`src/rtl/convert_hsv2rgb.sv`:
```
// Pipelined HSV-to-RGB converter. One pixel per clock, fixed 5-cycle latency, no backpressure.
// Pipeline: input capture, hue normalisation, chroma, min/offset, mid, channel select.
// Optional macro HSV2RGB_ROUND_EN selects round-half-up scaling; the default build truncates.
module convert_hsv2rgb (
  input  logic        clk,
  input  logic        reset,
  input  logic [7:0]  h_s_data,
  input  logic [7:0]  s_s_data,
  input  logic [7:0]  v_s_data,
  input  logic        hsv_s_valid,
  output logic [23:0] rgb_m_data,
  output logic        rgb_m_valid
);

  // Input capture
  logic [7:0]  h0_d, h0_q, s0_d, s0_q, v0_d, v0_q;
  logic        vld0_d, vld0_q;
  // Stage 1: hue normalisation
  logic [2:0]  sec1_d, sec1_q;
  logic [5:0]  q1_d, q1_q;
  logic [7:0]  s1_d, s1_q, v1_d, v1_q;
  // Stage 2: chroma
  logic [7:0]  diff2_d, diff2_q, v2_d, v2_q;
  logic [5:0]  q2_d, q2_q;
  logic [2:0]  sec2_d, sec2_q;
  // Stage 3: min and offset
  logic [7:0]  min3_d, min3_q, off3_d, off3_q, v3_d, v3_q;
  logic [2:0]  sec3_d, sec3_q;
  // Stage 4: mid
  logic [7:0]  mid4_d, mid4_q, min4_d, min4_q, v4_d, v4_q;
  logic [2:0]  sec4_d, sec4_q;
  // Stage 5: channel assignment
  logic [23:0] rgb5_d, rgb5_q;
  // Valid shift register, aligned with stages 1..5
  logic [4:0]  vld_sr_d, vld_sr_q;

  // Capture raw inputs; this register is the sampling point for latency counting
  always_comb begin
    h0_d   = h_s_data;
    s0_d   = s_s_data;
    v0_d   = v_s_data;
    vld0_d = hsv_s_valid;
  end

  // Stage 1: fold hue into 0..191, split into sextant and ramp position
  always_comb begin
    logic [7:0] hn;
    logic [4:0] f;
    hn     = (h0_q >= 8'd192) ? (h0_q - 8'd192) : h0_q;
    f      = hn[4:0];
    sec1_d = hn[7:5];
    // Odd sextants ramp downwards
    q1_d   = sec1_d[0] ? (6'd32 - {1'b0, f}) : {1'b0, f};
    s1_d   = s0_q;
    v1_d   = v0_q;
  end

  // Stage 2: chroma diff = s*v/256
  always_comb begin
    logic [15:0] prod;
`ifdef HSV2RGB_ROUND_EN
    logic [16:0] sum;
    logic [8:0]  r9;
`endif
    prod = 16'(s1_q) * 16'(v1_q);
`ifdef HSV2RGB_ROUND_EN
    sum  = 17'(prod) + 17'd128;
    r9   = 9'(sum >> 8);
    // Rounding can only push diff past v by one code; clamp it back
    diff2_d = (r9 > {1'b0, v1_q}) ? v1_q : r9[7:0];
`else
    diff2_d = 8'(prod >> 8);
`endif
    v2_d   = v1_q;
    q2_d   = q1_q;
    sec2_d = sec1_q;
  end

  // Stage 3: min = v - diff, off = diff*q/32
  always_comb begin
    logic [13:0] prod;
`ifdef HSV2RGB_ROUND_EN
    logic [14:0] sum;
    logic [9:0]  o10;
`endif
    prod   = 14'(diff2_q) * 14'(q2_q);
    min3_d = v2_q - diff2_q;
`ifdef HSV2RGB_ROUND_EN
    sum    = 15'(prod) + 15'd16;
    o10    = 10'(sum >> 5);
    off3_d = (o10 > {2'b00, diff2_q}) ? diff2_q : o10[7:0];
`else
    off3_d = 8'(prod >> 5);
`endif
    v3_d   = v2_q;
    sec3_d = sec2_q;
  end

  // Stage 4: mid = min + off, bounded by v since off <= diff
  always_comb begin
    mid4_d = min3_q + off3_q;
    min4_d = min3_q;
    v4_d   = v3_q;
    sec4_d = sec3_q;
  end

  // Stage 5: route max/mid/min onto R,G,B according to sextant
  always_comb begin
    rgb5_d = {v4_q, v4_q, v4_q};
    case (sec4_q)
      3'd0:    rgb5_d = {v4_q,   mid4_q, min4_q};
      3'd1:    rgb5_d = {mid4_q, v4_q,   min4_q};
      3'd2:    rgb5_d = {min4_q, v4_q,   mid4_q};
      3'd3:    rgb5_d = {min4_q, mid4_q, v4_q};
      3'd4:    rgb5_d = {mid4_q, min4_q, v4_q};
      3'd5:    rgb5_d = {v4_q,   min4_q, mid4_q};
      default: rgb5_d = {v4_q, v4_q, v4_q};
    endcase
  end

  // Valid advances every cycle alongside the data, valid or not
  always_comb begin
    vld_sr_d = {vld_sr_q[3:0], vld0_q};
  end

  // All pipeline state; reset discards everything in flight
  always_ff @(posedge clk or posedge reset) begin
    if (reset) begin
      h0_q     <= '0;
      s0_q     <= '0;
      v0_q     <= '0;
      vld0_q   <= 1'b0;
      sec1_q   <= '0;
      q1_q     <= '0;
      s1_q     <= '0;
      v1_q     <= '0;
      diff2_q  <= '0;
      v2_q     <= '0;
      q2_q     <= '0;
      sec2_q   <= '0;
      min3_q   <= '0;
      off3_q   <= '0;
      v3_q     <= '0;
      sec3_q   <= '0;
      mid4_q   <= '0;
      min4_q   <= '0;
      v4_q     <= '0;
      sec4_q   <= '0;
      rgb5_q   <= '0;
      vld_sr_q <= '0;
    end else begin
      h0_q     <= h0_d;
      s0_q     <= s0_d;
      v0_q     <= v0_d;
      vld0_q   <= vld0_d;
      sec1_q   <= sec1_d;
      q1_q     <= q1_d;
      s1_q     <= s1_d;
      v1_q     <= v1_d;
      diff2_q  <= diff2_d;
      v2_q     <= v2_d;
      q2_q     <= q2_d;
      sec2_q   <= sec2_d;
      min3_q   <= min3_d;
      off3_q   <= off3_d;
      v3_q     <= v3_d;
      sec3_q   <= sec3_d;
      mid4_q   <= mid4_d;
      min4_q   <= min4_d;
      v4_q     <= v4_d;
      sec4_q   <= sec4_d;
      rgb5_q   <= rgb5_d;
      vld_sr_q <= vld_sr_d;
    end
  end

  assign rgb_m_data  = rgb5_q;
  assign rgb_m_valid = vld_sr_q[4];

endmodule

```
`config.mk`:
```
export PLATFORM = sky130hd
export DESIGN_NAME = convert_hsv2rgb
export DESIGN_NICKNAME = d
export VERILOG_FILES = /design/src/rtl/convert_hsv2rgb.sv
export SDC_FILE = /design/constraint.sdc
export NUM_CORES = 1
export LEC_CHECK = 0
export CAP_MARGIN = 20
export CORE_MARGIN = 4
export CORE_UTILIZATION = 45
export DETAILED_ROUTE_END_ITERATION = 10
export PLACE_DENSITY = 0.73
export SETUP_SLACK_MARGIN = 0.2
export SKIP_CTS_REPAIR_TIMING = 1
export SLEW_MARGIN = 30
export SYNTH_ARGS = -nofsm -noshare
export SYNTH_HDL_FRONTEND = slang
export SYNTH_SLANG_ARGS = --single-unit
```
`constraint.sdc`:
```
create_clock -name clk -period 6.1 [get_ports clk]
set_input_delay 1.83 -clock clk [delete_from_list [all_inputs] [get_ports clk]]
set_output_delay 1.83 -clock clk [all_outputs]
set_load 0.05 [all_outputs]
```
==> results of run 1 <==
routing by layer:
layer / routed length, microns / share of wire [%] / track usage (%) / up-vias
met1: 6540 / 45 / 18.7 / 2609
li1: - / - / - / 2596
met3: 484 / 3.4 / 2.73 / 17
met5: 0 / 0 / 0 / -
met4: 289 / 2.0 / 6.10 / 0
met2: 7080 / 49 / 23.3 / 90
area by class of cell:
| cell class | instances | area [sq um] |
|---|---|---|
| Inverter | 96 | 364 |
| Clock buffer | 19 | 443 |
| Multi-Input combinational cell | 485 | 4410 |
| Clock inverter | 13 | 158 |
| Sequential cell | 158 | 3960 |
| Timing Repair Buffer | 55 | 553 |
| Tap cell | 260 | 325 |
| Fill cell | 1634 | 8750 |
critical path, cell delays in order (launching register included):
cell and delay [ns]:
dfrtp_1 0.44, and2_1 0.20, fa_1 0.46, fa_1 0.54
inv_1 0.04, fa_1 0.47, fa_1 0.55, inv_1 0.04
ha_1 0.30, a211oi_1 0.28, o31ai_2 0.14, a31oi_2 0.35
o221ai_2 0.19, a21oi_2 0.17, xnor2_1 0.12
logic make-up after synthesis:
| group | share of synthesized area (%) |
|---|---|
| AO/OA/AOI/OAI | 10.1 |
| XOR/XNOR | 3.48 |
| adder cells (fa/ha/maj) | 23.0 |
| buffers and inverters | 5.05 |
| flip-flops | 44.9 |
| multiplexers | 2.73 |
| AND/OR/NAND/NOR | 10.7 |
power groups by stage:
stage	logic, mW	clock network [mW]	registers (mW)
after floorplan	1.48	0	1.59
after global placement	2.01	0	1.47
after detailed placement	2.07	0	1.48
after CTS	2.09	1.08	1.46
after global routing	2.37	1.13	1.49
final	2.05	1.05	1.46
cell usage in the layout, fill, tap and decap left out, drive strengths merged, types with 9 or more instances in the layout:
| master | netlist | final |
|---|---|---|
| a21oi | 40 | 40 |
| a22o | 16 | 16 |
| and2 | 89 | 89 |
| clkbuf | 13 | 19 |
| clkdlybuf4s50 | 0 | 51 |
| dfrtp | 158 | 158 |
| fa | 60 | 60 |
| ha | 66 | 66 |
| inv | 96 | 98 |
| mux2i | 24 | 24 |
| nand2 | 27 | 27 |
| nand2b | 19 | 19 |
| nor2 | 17 | 17 |
| o21a | 11 | 11 |
| o21ai | 23 | 23 |
| o31ai | 9 | 9 |
| xnor2 | 25 | 25 |
| xor2 | 10 | 10 |
state kept, by name, indices dropped and copies added, names as in the netlist, 5 cells and up:
| signal | flops |
|---|---|
| v1_q | 8 |
| q2_q | 6 |
| v4_q | 8 |
| off3_q | 8 |
| v3_q | 8 |
| min3_q | 8 |
| mid4_q | 8 |
| s1_q | 8 |
| s0_q | 8 |
| h0_q | 8 |
| vld_sr_q | 5 |
| v0_q | 8 |
| min4_q | 8 |
| v2_q | 8 |
| q1_q | 6 |
| diff2_q | 8 |
| rgb_m_data | 24 |
per-stage QoR:
step / cells / worst slack (ns) / hold slack, ns
floorplan: 758 / 2.03 / 0.331
global placement: 1054 / 1.79 / 0.332
detailed placement: 1054 / 1.71 / 0.335
CTS: 1086 / 1.70 / 0.346
global route: 1086 / 1.43 / 0.353
finish: 1086 / 1.71 / 0.343
synthesized netlist by cell type, types with 17 or more instances:
cell      count  area share (%)
inv_1        96             4.1
dfrtp_1     158              45
nand2b_1     19             1.4
mux2i_1      24             2.7
ha_1         66             9.4
xnor2_1      25             2.5
and2_1       89             6.3
o21ai_0      23             1.3
a21oi_1      38             2.2
nor2_1       17            0.72
fa_1         60              14
nand2_1      27             1.2
path summary, 6_finish.rpt:
check | start | end | slack (ns) | cells past startpoint
max | s1_q[1] | diff2_q[7] | 1.71 | 14
min | vld0_q | vld_sr_q[0] | 0.34 | 0
max reg2reg | s1_q[1] | diff2_q[7] | 1.71 | 14
min reg2reg | vld0_q | vld_sr_q[0] | 0.34 | 0
max in group asynchronous | reset | v1_q[7] | 3.14 | 3
min in group asynchronous | reset | rgb_m_data[8] | 1.93 | 2
==> metrics.md, run 1 <==
| Metric | Value |
|---|---|
| N_diodes | 0 |
| Clock sinks | 158 |
| Worst slew margin | 42.8% |
| Cell row count | 50 |
| YS warnings | 0 |
| Post-route core utilization | 53.8% |
| Number of global-route vias before repair | 5403 |
| Main flop type after synthesis | dfrtp_1 |
| Dpl hpwl | 10400 microns |
| Seq/Total Area, Yosys | 44.9% |
| Placed inst area | 9600 sq um |
| RSZ-0062 raised after global routing | no |
| Worst Setup Path Type | register to register |
| CP Data Required Time | 6.44 ns |
| Mapped Cells | 758 |
| Max Freq | 228 MHz |
| Initial antenna violation count | 0 |
| Synth async-reset ratio | 100% |
| Status | finished clean |
| Worst-skew pair later-pin latency | 0.42 ns |
| Drt total wl | 14400 microns |
| Period Utilization, post-route | 71.9% |
| Initial Util | 46.4% |
| Vias per cell | 4.89 |
| Tot Pwr | 4.56 mW |
| Min Tclk post-route | 4.39 ns |
| Port Buffers | 51 |
| Pleak | 4.80 nW |
| Syn Area/Cell | 11.6 sq um |
| Die Wd | 148 microns |
| Tightest Hold Check Type | register to register |
| CTS tree | done |
| Number of synthesized register bits | 158 |
| Final hold violation count | 0 |
| Post-Layout Inst Area | 10200 sq um |
| Area Growth Syn to Fin | 15.9% |
| Comb pwr share | 45.0% |
| Unique masters post-synth | 40 |
| Critical path arrival | 4.73 ns |
| Die area | 21900 sq um |
| Root Buffer | clkbuf_16 |
| Internal power | 2.83 mW |
| Syn Nets | 911 |
| Post-DR wirelength/cell | 13.3 microns |
| TNS Setup | 0 ns |
| Endpoints failing setup | 0 |
| Synth Cell Area | 8800 sq um |
| Max FO, Critical Path | 7 |
| Switching share of power | 38.0% |
| CTS H-tree lvls | 4 |
| Num CTS Buffers | 17 |
| Die height | 148 microns |
| Largest net degree at the start of global routing | 118 |
| Power density over the cells | 447 nW/um^2 |
| Core area | 19000 sq um |
| Skew final | 0.0122 ns |
| TritonRoute pass-1 iters | 4 |
| GRT Total Usage | 14.3% |
| First-pass GRT wire length | 25200 microns |
| Max-slew violations | 0 |
| Fin nets | 966 |
| Worst-Margin Slew | 0.856 ns |
| RePlAce Congestion | 0.845 |
| Share of power burned in registers | 31.9% |
| Vias | 5312 |
| Share of cells above drive strength 1 | 5.57% |
| Grt total ovfl | 0 |
| Iter 0 DRT Violations | 192 |
| VDD IR-drop max | 0.219 mV |
| Clock tree buffer depth | 2 |
| DRT antenna net count | 0 |
| Crit end category | register |
| Residual DRC | 0 |
| Total I/O pin count | 52 |
| Nature of the critical path startpoint | register |
| Clk network pwr share | 23.1% |
| Max-Cap Viols | 0 |
| Switching Power | 1.73 mW |
| Post-synth EDFFs | 0 |
| Clk slew on worst S/H paths | 0.07 ns |
(Power assumes the default switching activity.)
==> run 2, diff against run 1 <==
- clock period: 6.1 -> 3.84 ns (I/O delays scaled with it)
==> run 2 against run 1 <==
Against the previous run: the run now ends with negative setup slack left; clock skew fell by 0.0036 ns; wire length rose by 2.4%; total power rose by 72%; clock power rose by 58%; final area rose by 4.8%; combinational power rose by 91%; non-clock buffer count rose by 40; die area did not move; sequential share of layout area fell by 1.6 points.
==> metrics.md, run 2 (synthesis results as in run 1) <==
| Metric | Value |
|---|---|
| Status | complete, but fails checks |
| Failing checks | negative setup slack |
| Largest stage delay, worst path | 0.50 ns |
| Post-Layout Inst Area | 10700 sq um |
| Max-Cap Viols | 0 |
| Comb pwr share | 49.8% |
| Power density over the cells | 734 nW/um^2 |
| RSZ-0062 raised after global routing | yes |
| Most used cell, CP | fa_1 |
| Min Tclk post-route | 3.95 ns |
| Root Buffer | clkbuf_16 |
| Nature of the critical path startpoint | register |
| Die area | 21900 sq um |
| Total I/O pin count | 52 |
| Internal power | 4.88 mW |
| CP Buf/Inv Count | 4 |
| CP Data Required Time | 4.14 ns |
| Switching share of power | 37.9% |
| N_diodes | 0 |
| Setup ws final | -0.113 ns |
| RePlAce Congestion | 0.820 |
| Non-Filler Instances | 1126 |
| Die height | 148 microns |
| TritonRoute pass-1 iters | 4 |
| Die Wd | 148 microns |
| Share of power burned in registers | 29.0% |
| Max Freq | 253 MHz |
| Critical Path, Cell by Cell | and2_4 -> fa_2 -> fa_1 -> inv_2 -> fa_1 -> fa_1 -> inv_2 -> ha_4 -> a211oi_4 -> o31ai_2 -> buf_4 -> a31oi_4 -> buf_4 -> o21ai_0 -> xnor2_1 |
| RR Startpoint | v1_q[2] |
| Crit end category | register |
| Area Growth Syn to Fin | 21.5% |
| Placed inst area | 9970 sq um |
| Worst-skew pair later-pin latency | 0.42 ns |
| CTS H-tree lvls | 4 |
| Pre-CTS setup slack | -0.174 ns |
| Most common cell after layout, fill and taps aside | dfrtp_1 |
| CP delay by family, top | adder cells |
| Fin nets | 1006 |
| Port Buffers | 51 |
| Drt total wl | 14700 microns |
| Initial Util | 46.4% |
| Num CTS Buffers | 17 |
| VDD IR-drop max | 0.380 mV |
| Area of the multi-input gates | 4580 sq um |
| Worst-Margin Slew | 0.683 ns |
| Skew final | 0.00859 ns |
| First-pass GRT wire length | 26000 microns |
| Cell row count | 50 |
| Share of cells above drive strength 1 | 15.4% |
| Clock tree buffer depth | 2 |
| Crit path from | v1_q[2] |
| Switching Power | 2.98 mW |
| # fillers | 1529 |
| Endpoints failing setup | 6 |
| Dpl hpwl | 10800 microns |
| Period Utilization, post-route | 103% |
| Grt total ovfl | 0 |
| Max stage delay cell, worst path | fa_1 |
| Vias | 5463 |
| Vias per cell | 4.85 |
| HP Start | q1_q[5] |
| Iter 0 DRT Violations | 174 |
| TNS Setup | -0.325 ns |
| Critical path arrival | 4.26 ns |
| Inst Count DP | 1088 |
| CTS tree | done |
| Area occupied by registers | 3970 sq um |
| Residual DRC | 0 |
| GRT Total Usage | 14.6% |
| Largest register FFs | 24 |
| Largest net degree at the start of global routing | 84 |
| Post-DR wirelength/cell | 13.1 microns |
| Max-slew violations | 0 |
| Number of global-route vias before repair | 5667 |
| Worst slew margin | 54.4% |
| DRT antenna net count | 0 |
| Clk slew on worst S/H paths | 0.07 ns |
| Max FO, Critical Path | 8 |
| Tightest Hold Check Type | register to register |
| Initial antenna violation count | 0 |
| Worst Setup Path Type | register to register |
| Post-route core utilization | 56.4% |
| Clk network pwr share | 21.1% |
| Commonest non-fill, non-tap cells in the layout | dfrtp_1 (144), inv_1 (89), and2_1 (79) |
| Pleak | 5.01 nW |
| Final hold violation count | 0 |
| Clock sinks | 158 |
| Core area | 19000 sq um |
## run 2: cell type report
type | instances | area share [%]
Tap cell | 260 | 3.04
Multi-Input combinational cell | 485 | 42.8
Clock buffer | 18 | 4.01
Clock inverter | 14 | 1.51
Inverter | 96 | 3.40
Sequential cell | 158 | 37.1
Timing Repair Buffer | 95 | 8.13
## run 2: worst register-to-register path, delay by kind of cell (launching register included)
kind	cells	cell delay [ns]
adder cells (fa/ha/maj)	5	2.06
AO/OA/AOI/OAI	4	0.61
flip-flops	1	0.47
buffers and inverters	4	0.40
AND/OR/NAND/NOR	1	0.17
XOR/XNOR	1	0.15
## run 2: path summary, 6_finish.rpt
| check | end | slack, ns | depth (start not counted) |
|---|---|---|---|
| max in group asynchronous | v1_q[5] | 1.92 | 3 |
| max | diff2_q[5] | -0.11 | 15 |
| min reg2reg | q2_q[5] | 0.34 | 0 |
| min | q2_q[5] | 0.34 | 0 |
| min in group asynchronous | rgb_m_data[8] | 1.12 | 2 |
| max reg2reg | diff2_q[5] | -0.11 | 15 |
## run 2: layer usage
metal | GRT usage (%) | wire, microns | share of wire (%)
met1 | 19.0 | 6760 | 46
met2 | 24.9 | 7350 | 50
met3 | 2.58 | 459 | 3.1
met4 | 4.71 | 172 | 1.2
met5 | 0 | 0 | 0
## run 2: power groups by stage
stage                     clock network [mW]  registers (mW)  logic [mW]
after global routing                    1.78            2.33        4.45
after CTS                               1.70            2.28        3.73
final                                   1.66            2.28        3.92
after detailed placement                   0            2.31        3.68
after global placement                     0            2.30        3.58
after floorplan                            0            2.53        2.49
## run 2: through the flow
stage	total power [mW]	hold WS, ns
after floorplan	5.02	0.331
after global placement	5.89	0.332
after detailed placement	5.99	0.335
after CTS	7.71	0.349
after global routing	8.55	0.353
final	7.86	0.344
==> run 3, diff against run 2 <==
--- a/config.mk
+++ b/config.mk
@@ -8,6 +8,8 @@
 export CAP_MARGIN = 20
+export CELL_PAD_IN_SITES_DETAIL_PLACEMENT = 0
+export CELL_PAD_IN_SITES_GLOBAL_PLACEMENT = 1
 export CORE_MARGIN = 4
-export CORE_UTILIZATION = 45
+export CORE_UTILIZATION = 44
 export DETAILED_ROUTE_END_ITERATION = 10
-export PLACE_DENSITY = 0.73
+export PLACE_DENSITY = 0.84
 export SETUP_SLACK_MARGIN = 0.2
==> constraint.sdc (replaced) <==
create_clock -name clk -period 3.84 [get_ports clk]
set_input_delay 0.576 -clock clk [delete_from_list [all_inputs] [get_ports clk]]
set_output_delay 0.576 -clock clk [all_outputs]
set_load 0.05 [all_outputs]
==> run 3 against run 2 <==
Against the previous run: the run still ends with negative setup slack left; critical path type unchanged; sequential power about the same; largest power group unchanged; register-to-register slack about the same; die area up 2.1%; wire length up 2.7%; combinational power about the same; largest cell class unchanged; first-iteration DRC count up 43%; utilization down 1.6 points; critical path depth down 2; global-route usage down 0.12 points; sequential cell count unchanged; worst setup slack worse by 0.014 ns; fmax down 0.36%.
==> metrics.md, run 3 (synthesis results as in run 1) <==
| Metric | Value |
|---|---|
| Pleak | 5.06 nW |
| Final hold violation count | 0 |
| Residual DRC | 0 |
| Period Utilization, post-route | 103% |
| Endpoints failing setup | 5 |
| Max-slew violations | 0 |
| Met3 usage | 2.82% |
| Tightest Hold Check Type | register to register |
| Crit end category | register |
| Num CTS Buffers | 17 |
| Post-DR wirelength/cell | 13.2 microns |
| CTS H-tree lvls | 4 |
| Most used cell, CP | fa_1 |
| Vias | 5521 |
| Iter 0 DRT Violations | 249 |
| Commonest non-fill, non-tap cells in the layout | dfrtp_1 (147), inv_1 (90), and2_1 (80) |
| Largest net degree at the start of global routing | 70 |
| DRT antenna net count | 0 |
| Largest stage delay, worst path | 0.49 ns |
| Post-route core utilization | 54.9% |
| Port Buffers | 51 |
| Max FO, Critical Path | 8 |
| Post-Layout Inst Area | 10800 sq um |
| RR Startpoint | v1_q[4] |
| Max Freq | 252 MHz |
| RSZ-0062 raised after global routing | yes |
| Failing checks | negative setup slack |
| Most common cell after layout, fill and taps aside | dfrtp_1 |
| R2r endpoint | diff2_q[4] |
| Share of cells above drive strength 1 | 16.0% |
| Met1 usage | 19.0% |
| Initial antenna violation count | 0 |
| Max-Cap Viols | 0 |
| TNS Setup | -0.405 ns |
| CTS tree | done |
| Grt total ovfl | 0 |
| RePlAce Congestion | 0.794 |
| First-pass GRT wire length | 25900 microns |
| Worst R2R Setup Slack | -0.13 ns |
| Met2 Use GR | 24.2% |
| Min Tclk post-route | 3.97 ns |
| Hold Slack | 0.344 ns |
| Die height | 149 microns |
| Clock tree buffer depth | 2 |
| Global route hottest layer | met2 |
| Nature of the critical path startpoint | register |
| Area Growth Syn to Fin | 22.1% |
| Worst-Margin Slew | 0.729 ns |
| Cell row count | 51 |
| Skew final | 0.0102 ns |
| Critical Path, Cell by Cell | and2_1 -> fa_1 -> fa_1 -> ha_1 -> fa_1 -> ha_1 -> o21a_1 -> o21a_1 -> a31oi_4 -> buf_4 -> inv_2 -> a21oi_2 -> xnor2_1 |
| Worst Hold Depth | 0 |
| VDD IR-drop max | 0.340 mV |
| Clk slew on worst S/H paths | 0.06 ns |
| Root Buffer | clkbuf_16 |
| Critical path arrival | 4.31 ns |
| Fin nets | 1017 |
| Non-Filler Instances | 1142 |
| Instance count on the critical path | 13 |
| Worst slew margin | 51.3% |
| Pre-CTS setup slack | -0.134 ns |
| Setup ws final | -0.127 ns |
| Drt total wl | 15100 microns |
| Placed inst area | 10000 sq um |
| Inst Count DP | 1099 |
| CP Data Required Time | 4.18 ns |
| Initial Util | 44.9% |
| Power density over the cells | 723 nW/um^2 |
| Status | complete, but fails checks |
| HP Start | v3_q[1] |
| Dpl hpwl | 11000 microns |
| Max stage delay cell, worst path | fa_1 |
| WHS Endpoint | v4_q[1] |
| GRT Total Usage | 14.4% |
| TritonRoute pass-1 iters | 4 |
| Number of global-route vias before repair | 5584 |
| Tot Pwr | 7.77 mW |
| CP Buf/Inv Count | 2 |
| Die area | 22300 sq um |
| Total I/O pin count | 52 |
| N_diodes | 0 |
| Core area | 19600 sq um |
| R2r worst-path depth | 13 |
| CP delay by family, top | adder cells |
| Die Wd | 149 microns |
| Vias per cell | 4.83 |
| Worst-skew pair later-pin latency | 0.43 ns |
| Clock sinks | 158 |
| Largest register FFs | 24 |
| Worst Setup Path Type | register to register |
[run 3: how the worst max path moves through the flow]
stage               slack [ns]    endpoint  startpoint
floorplan                 0.15  diff2_q[7]     v1_q[5]
global placement         -0.07  diff2_q[7]     v1_q[5]
detailed placement       -0.13  diff2_q[7]     v1_q[3]
CTS                      -0.18  diff2_q[7]     v1_q[3]
global route             -0.24  diff2_q[7]     s1_q[3]
finish                   -0.13  diff2_q[4]     v1_q[4]
[run 3: power by group]
group	switching (mW)	total [mW]	internal, mW	leakage (nW)
registers	0.234	2.28	2.05	1.85
logic	2.04	3.92	1.87	2.94
clock network	0.698	1.58	0.877	0.272
[run 3: cell type report]
cell class                      instances  area, sq um
Sequential cell                       158         3970
Clock buffer                           20          457
Timing Repair Buffer                  106          943
Clock inverter                         12          105
Multi-Input combinational cell        485         4580
Inverter                               96          364
Tap cell                              265          332
Fill cell                            1673         8840
[run 3: metal layers]
layer | vias to the layer above | wire length, microns
li1 | 2706 | -
met1 | 2720 | 6850
met2 | 81 | 7580
met3 | 14 | 506
met4 | 0 | 195
met5 | - | 0
